File: src/rtl/reg_file_pkg.sv
// reg_file_pkg: shared constants and types for the integer register file.
// Holds the default geometry, the hardwired zero-register index and the
// default-width address/data types used by the file and its scoreboard.
package reg_file_pkg;

    localparam int XLEN_DEF   = 32;
    localparam int NREGS_DEF  = 32;
    localparam int ADDR_W_DEF = $clog2(NREGS_DEF);

    // Register x0 reads as zero, is never busy and ignores writes/issues.
    localparam int ZERO_REG   = 0;

    typedef logic [ADDR_W_DEF-1:0] reg_addr_t;
    typedef logic [XLEN_DEF-1:0]   xword_t;

endpackage

File: src/rtl/reg_file_sb_scoreboard.sv
// reg_scoreboard: per-register busy bits for load-use hazard tracking.
// A load issue marks its destination busy, the load writeback clears it,
// and a pipeline flush clears everything. Register 0 is never busy.
// Busy read muxes here return the stored bit only; same-cycle forwarding
// of a clearing writeback is applied by the parent when enabled.
module reg_scoreboard
    import reg_file_pkg::*;
#(
    parameter int NREGS  = NREGS_DEF,
    parameter int NRD    = 2,
    parameter int ADDR_W = $clog2(NREGS)
) (
    input  logic                  clock,
    input  logic                  reset,
    input  logic                  flush,
    input  logic                  iss_en,
    input  logic [ADDR_W-1:0]     iss_addr,
    input  logic                  wm_en,
    input  logic [ADDR_W-1:0]     wm_addr,
    input  logic [NRD*ADDR_W-1:0] rd_addr,
    output logic [NRD-1:0]        rd_busy
);

    logic [NREGS-1:0] busy_q;
    logic [NREGS-1:0] busy_d;

    // Next busy vector: flush, then new producer, then load writeback, else hold.
    always_comb begin
        busy_d = busy_q;
        for (int r = 0; r < NREGS; r++) begin
            if (r == ZERO_REG) begin
                busy_d[r] = 1'b0;
            end else if (flush) begin
                busy_d[r] = 1'b0;
            end else if (iss_en && (iss_addr == ADDR_W'(r))) begin
                busy_d[r] = 1'b1;
            end else if (wm_en && (wm_addr == ADDR_W'(r))) begin
                busy_d[r] = 1'b0;
            end
        end
    end

    // Busy state register; cleared asynchronously on reset.
    always_ff @(posedge clock or posedge reset) begin
        if (reset) begin
            busy_q <= '0;
        end else begin
            busy_q <= busy_d;
        end
    end

    // Per-port busy lookup of the stored bit.
    always_comb begin
        rd_busy = '0;
        for (int i = 0; i < NRD; i++) begin
            rd_busy[i] = busy_q[rd_addr[i*ADDR_W +: ADDR_W]];
        end
    end

endmodule

File: src/rtl/reg_file_sb.sv
// reg_file_sb: multi-read-port integer register file with ALU and load
// writeback ports and a busy scoreboard for load-use hazards.
// Register 0 is hardwired to zero. When both writeback ports hit the same
// register in one cycle the load data wins and collide pulses next cycle.
// Optional build macro REG_FILE_BYPASS_EN: reads forward same-cycle write
// data (load over ALU) and a register being written back by a load reads
// as not busy unless it is issued again in the same cycle.
module reg_file_sb
    import reg_file_pkg::*;
#(
    parameter int XLEN   = XLEN_DEF,
    parameter int NREGS  = NREGS_DEF,
    parameter int NRD    = 2,
    parameter int ADDR_W = $clog2(NREGS)
) (
    input  logic                  clock,
    input  logic                  reset,
    input  logic [NRD*ADDR_W-1:0] rd_addr,
    output logic [NRD*XLEN-1:0]   rd_data,
    output logic [NRD-1:0]        rd_busy,
    input  logic                  wa_en,
    input  logic [ADDR_W-1:0]     wa_addr,
    input  logic [XLEN-1:0]       wa_data,
    input  logic                  wm_en,
    input  logic [ADDR_W-1:0]     wm_addr,
    input  logic [XLEN-1:0]       wm_data,
    input  logic                  iss_en,
    input  logic [ADDR_W-1:0]     iss_addr,
    input  logic                  flush,
    output logic                  collide
);

    localparam logic [ADDR_W-1:0] ZERO_A = ADDR_W'(ZERO_REG);

    logic [XLEN-1:0] regs_q [NREGS];
    logic            collide_q;
    logic            wa_live;
    logic            wm_live;
    logic [NRD-1:0]  sb_busy;

    assign wa_live = wa_en && (wa_addr != ZERO_A);
    assign wm_live = wm_en && (wm_addr != ZERO_A);

    // Storage: ALU write first, load write second so the load wins a tie.
    always_ff @(posedge clock or posedge reset) begin
        if (reset) begin
            for (int r = 0; r < NREGS; r++) begin
                regs_q[r] <= '0;
            end
        end else begin
            if (wa_live) begin
                regs_q[wa_addr] <= wa_data;
            end
            if (wm_live) begin
                regs_q[wm_addr] <= wm_data;
            end
        end
    end

    // Collision flag: both ports wrote the same non-zero register last cycle.
    always_ff @(posedge clock or posedge reset) begin
        if (reset) begin
            collide_q <= 1'b0;
        end else begin
            collide_q <= wa_live && wm_live && (wa_addr == wm_addr);
        end
    end

    assign collide = collide_q;

    reg_scoreboard #(
        .NREGS  (NREGS),
        .NRD    (NRD),
        .ADDR_W (ADDR_W)
    ) u_scoreboard (
        .clock    (clock),
        .reset    (reset),
        .flush    (flush),
        .iss_en   (iss_en),
        .iss_addr (iss_addr),
        .wm_en    (wm_en),
        .wm_addr  (wm_addr),
        .rd_addr  (rd_addr),
        .rd_busy  (sb_busy)
    );

    for (genvar i = 0; i < NRD; i++) begin : g_rd
        logic [ADDR_W-1:0] addr;
        logic [XLEN-1:0]   data;
        logic              busy;

        assign addr = rd_addr[i*ADDR_W +: ADDR_W];

        // Read data mux, optionally forwarding this cycle's writeback.
        always_comb begin
            data = regs_q[addr];
`ifdef REG_FILE_BYPASS_EN
            if (wa_live && (wa_addr == addr)) begin
                data = wa_data;
            end
            if (wm_live && (wm_addr == addr)) begin
                data = wm_data;
            end
`endif
            if (addr == ZERO_A) begin
                data = '0;
            end
        end

        // Busy report, optionally hiding a load writeback landing this cycle.
        always_comb begin
            busy = sb_busy[i];
`ifdef REG_FILE_BYPASS_EN
            if (wm_live && (wm_addr == addr) && !(iss_en && (iss_addr == addr))) begin
                busy = 1'b0;
            end
`endif
        end

        assign rd_data[i*XLEN +: XLEN] = data;
        assign rd_busy[i]              = busy;
    end

endmodule

File: config.mk
export PLATFORM = sky130hd
export DESIGN_NAME = reg_file_sb
export DESIGN_NICKNAME = d
export VERILOG_FILES = /design/src/rtl/reg_file_pkg.sv /design/src/rtl/reg_file_sb_scoreboard.sv /design/src/rtl/reg_file_sb.sv
export SDC_FILE = /design/constraint.sdc
export NUM_CORES = 2
export LEC_CHECK = 0
export BUFFER_PORTS_ARGS = -buffer_cell sky130_fd_sc_hd__buf_2
export CAP_MARGIN = 20
export CORE_MARGIN = 3
export CORE_UTILIZATION = 40
export DETAILED_ROUTE_END_ITERATION = 8
export GPL_ROUTABILITY_DRIVEN = 1
export SYNTH_ARGS = -nofsm -noshare
export SYNTH_HDL_FRONTEND = slang
export SYNTH_SLANG_ARGS = --single-unit
File: constraint.sdc
create_clock -name clock -period 58.9 [get_ports clock]
set_input_delay 5.89 -clock clock [delete_from_list [all_inputs] [get_ports clock]]
set_output_delay 5.89 -clock clock [all_outputs]
set_load 0.005 [all_outputs]
==> parameters.txt <==
Parameter                              Value

CTS
  Cts-stage hold buffer count    0
  Buffers inserted by post-CTS timing repair    0
  Htree depth    3
  Insertion delay to the later sink of the worst-skew pair    0.77 ns
  Inserted Clock Buffers    113
  TritonCTS clock tree    done
  Clock-pin slew on the worst setup and hold paths    0.06 ns
  Number of clock sinks    1,050
  Root Buffer    clkbuf_16
  Clock tree buffer depth    3
  Number of gates given a new drive strength after cts    0

Job
  Max-cap check violation count    0

Timing
  Clock tree skew after final layout    0 ns
  Post-route setup TNS    0 ns
  Max-slew violation count    0
  Final setup viols    0
  Fmax    60.17 MHz
  Rel. slew slack    0.1349
  Hold Vio Cnt, Final    0
  Worst Hold Margin    0.3744 ns
  Least-Margin Pin Slew    1.298 ns
  Crit path time final    16.62 ns
  RSZ-0062 raised after global routing    false
  Final critical-path share of the clock period    0.2822

Worst setup path
  Cell depth of the worst flop-to-flop path    2
  Slack of the worst reg-to-reg path    58.04 ns
  Kind of start point of the critical path    primary input
  Critical path peak fanout    67
  Type of element capturing the critical path    output pin
  End of the worst register-to-register path    regs_q[959]
  Reg2reg start    regs_q[959]
  Required @ worst endpoint    53.01 ns
  Arrival time of the worst setup path    10.73 ns
  Category of the most critical setup path    primary input to output pin

Min path
  Count of cells along the worst hold path    0
  Worst min-delay path category    register to register
  Startpoint of the lowest-slack hold path    regs_q[1017]
  Worst Hold Endpoint    regs_q[1017]

Floorplanning
  Boundary pin count    162
  Chip height    409.6 µm
  Floorplan row count    147
  Starting density of the core    0.4044
  Std-Cell Core Area    0.1611 mm²
  Area enclosed by the die boundary    0.1678 mm²
  Horiz. Die Dim    409.6 µm

Global routing
  Largest net degree at the start of global routing    173
  Met1 usage in global routing    0.4080
  Initial antenna violation count    35
  Met3 Usage GRT    0.09315
  Total Routing Usage GR    0.3149
  Number of global-route vias before repair    51.11k
  Most crowded layer after global routing    met2
  Global-route met2 utilization    0.4724
  Global-route wire length before repair    385,700 µm
  Residual overflow from global routing    0

Synth
  Post-synthesis instance total    6,291
  Post-synth EDFFs    0
  Yosys warnings    0
  Net Count, Synth    6,386
  Distinct cells, synth    46
  Flip-flop and latch count after synthesis    1,050
  Primary flip-flop cell chosen by synthesis mapping    dfrtp_1
  Seq/Total Area, Yosys    0.4033
  Combined area of all synthesized cells    0.06515 mm²
  Synthesized area per cell    10.36 µm²
  FFs w/ async S/R, synth    1.000

Power and ir drop
  Switching Fraction    0.3153
  Static Leak    30.59 nW
  Switching Power    772.2 µW
  Power density of the placed cells    34.50 mW/mm²
  Sequential Power Share    0.435
  Worst vdd rail ir drop    0.03204 mV
  Fraction of power consumed by combinational cells    0.248
  Internal Power    1.677 mW
  Share of total power in the clock network    0.316

Run status
  Outcome    finished, final reports clean

Layout
  P&R area growth vs syn    8.955%
  Proportion of layout cells with a drive suffix above 1    0.1810
  Number of nets in the finished design    6,011
  Finished Layout Cells    8,191

Routing
  Detailed-routing iteration count for the pre-antenna-repair pass    6
  Total detailed-routing wirelength    270,300 µm
  Final ANT Viol Nets    0
  DR vias    53.94k
  Per-cell via count in the routed design    6.585
  Wire per inst    33.00 µm
  Iter 0 DRT Violations    7,830
  # DRC    0

Placed design
  Hpwl dp    151,000 µm
  Buffers added on ports    161
  Routability congestion estimate from global placement    0.8825
  Number of instances in the placed design    7,955
[power groups by stage]
| stage | Clock [mW] | Sequential, mW | Combinational, mW |
|---|---|---|---|
| after detailed placement | 0 | 1.07 | 0.601 |
| after CTS | 0.779 | 1.06 | 0.601 |
| after floorplan | 0 | 1.01 | 0.474 |
| final | 0.775 | 1.07 | 0.608 |
| after global placement | 0 | 1.06 | 0.585 |
| after global routing | 0.809 | 1.08 | 0.661 |
[layout by cell type, fill, tap and decap left out, types with 5 or more instances in the layout]
master	count
clkbuf_1	17
diode_2	20
nand3_1	40
clkinv_2	24
and3_1	12
nand2_4	28
a32oi_1	85
nor2_1	802
a22oi_1	37
mux4_2	413
nor2b_1	38
a31oi_1	39
mux2i_1	1105
nor4_1	8
mux2_2	114
buf_2	153
a211oi_1	25
and2_1	14
buf_4	112
dfrtp_1	1050
nor2_4	19
and2_4	5
bufinv_16	11
nor3_1	5
buf_12	6
nand3_4	6
nand2_1	395
nand2_2	5
o21a_1	25
o211ai_1	7
a2111oi_0	32
o21ai_1	223
o21ai_0	62
clkbuf_16	114
clkbuf_8	36
nand2b_1	13
o22ai_1	32
a221oi_1	83
a21oi_1	757
[how the worst max path moves through the flow]
stage,from,end,slack [ns],cells after the start
detailed placement,rd_addr[1],rd_data[29],42.30,10
global placement,rd_addr[1],rd_data[29],42.33,10
floorplan,reset,collide,23.46,1
global route,rd_addr[1],rd_data[29],42.07,10
CTS,rd_addr[1],rd_data[29],42.31,10
finish,rd_addr[1],rd_data[29],42.28,10
[cell usage after synthesis, drive strengths merged, types with 15 or more instances]
library cell,count,area share
a32oi,85,0.011
nor2b,41,0.0039
and2,19,0.0018
o22ai,32,0.0031
a211oi,25,0.0029
nor2,824,0.048
nand2b,15,0.0014
nand2,428,0.025
o21ai,285,0.022
buf,274,0.022
a21oi,757,0.058
mux4,413,0.14
mux2,114,0.020
and3,16,0.0015
a31oi,39,0.0037
dfrtp,1050,0.40
a221oi,83,0.011
o21a,26,0.0030
a2111oi,35,0.0047
a22oi,37,0.0043
clkbuf,496,0.029
mux2i,1105,0.17
nand3,47,0.0036
[kinds of logic (layout without fill, tap and decap cells)]
group / after synthesis / in the layout / share of synthesized area
muxes: 1632 / 1632 / 0.3322
xor gates and xnor gates: 4 / 4 / 0.0005378
other: 0 / 20 / 0
AOI/OAI and AO/OA: 1416 / 1416 / 0.1258
and+or+nand+nor: 1416 / 1416 / 0.08705
buffers and inverters: 773 / 493 / 0.05114
DFF: 1050 / 1050 / 0.4033
[area by class of cell]
| type | count | area (µm²) |
|---|---|---|
| Timing Repair Buffer | 280 | 1874 |
| Clock inverter | 44 | 560.5 |
| Antenna cell | 20 | 50.05 |
| Tap cell | 2160 | 2703 |
| Fill cell | 15193 | 90130 |
| Sequential cell | 1050 | 26280 |
| Clock buffer | 166 | 3398 |
| Inverter | 3 | 21.27 |
| Multi-Input combinational cell | 4468 | 36110 |
[registers in the layout (all words and copies together), names as in the netlist]
signal / flops
collide: 1
regs_q: 1018
u_scoreboard.busy_q: 31
[through the flow]
step / instance area [µm²] / power, mW / util / worst slack [ns]
after floorplan: 65150 / 1.487 / - / 23.46
after global placement: 66820 / 1.645 / 0.4147 / 42.33
after detailed placement: 66880 / 1.668 / 0.4151 / 42.30
after CTS: 70840 / 2.436 / 0.4396 / 42.31
after global routing: 70970 / 2.552 / 0.4405 / 42.07
final: 70990 / 2.449 / 0.4406 / 42.28
[critical path: stages]
cell	delay, ns
buf_8	0.58
buf_4	0.85
buf_4	0.89
buf_4	0.76
mux4_2	0.58
mux2_2	0.27
nand2_1	0.06
nand3_1	0.18
o21a_1	0.27
buf_2	0.15
[layer usage]
metal	routed length, µm	part of all wire
met3	31630	0.12
met1	101900	0.38
met2	119800	0.44
met4	16810	0.062
met5	123	0.00046
Note: power is estimated with default switching activity, not from simulation.
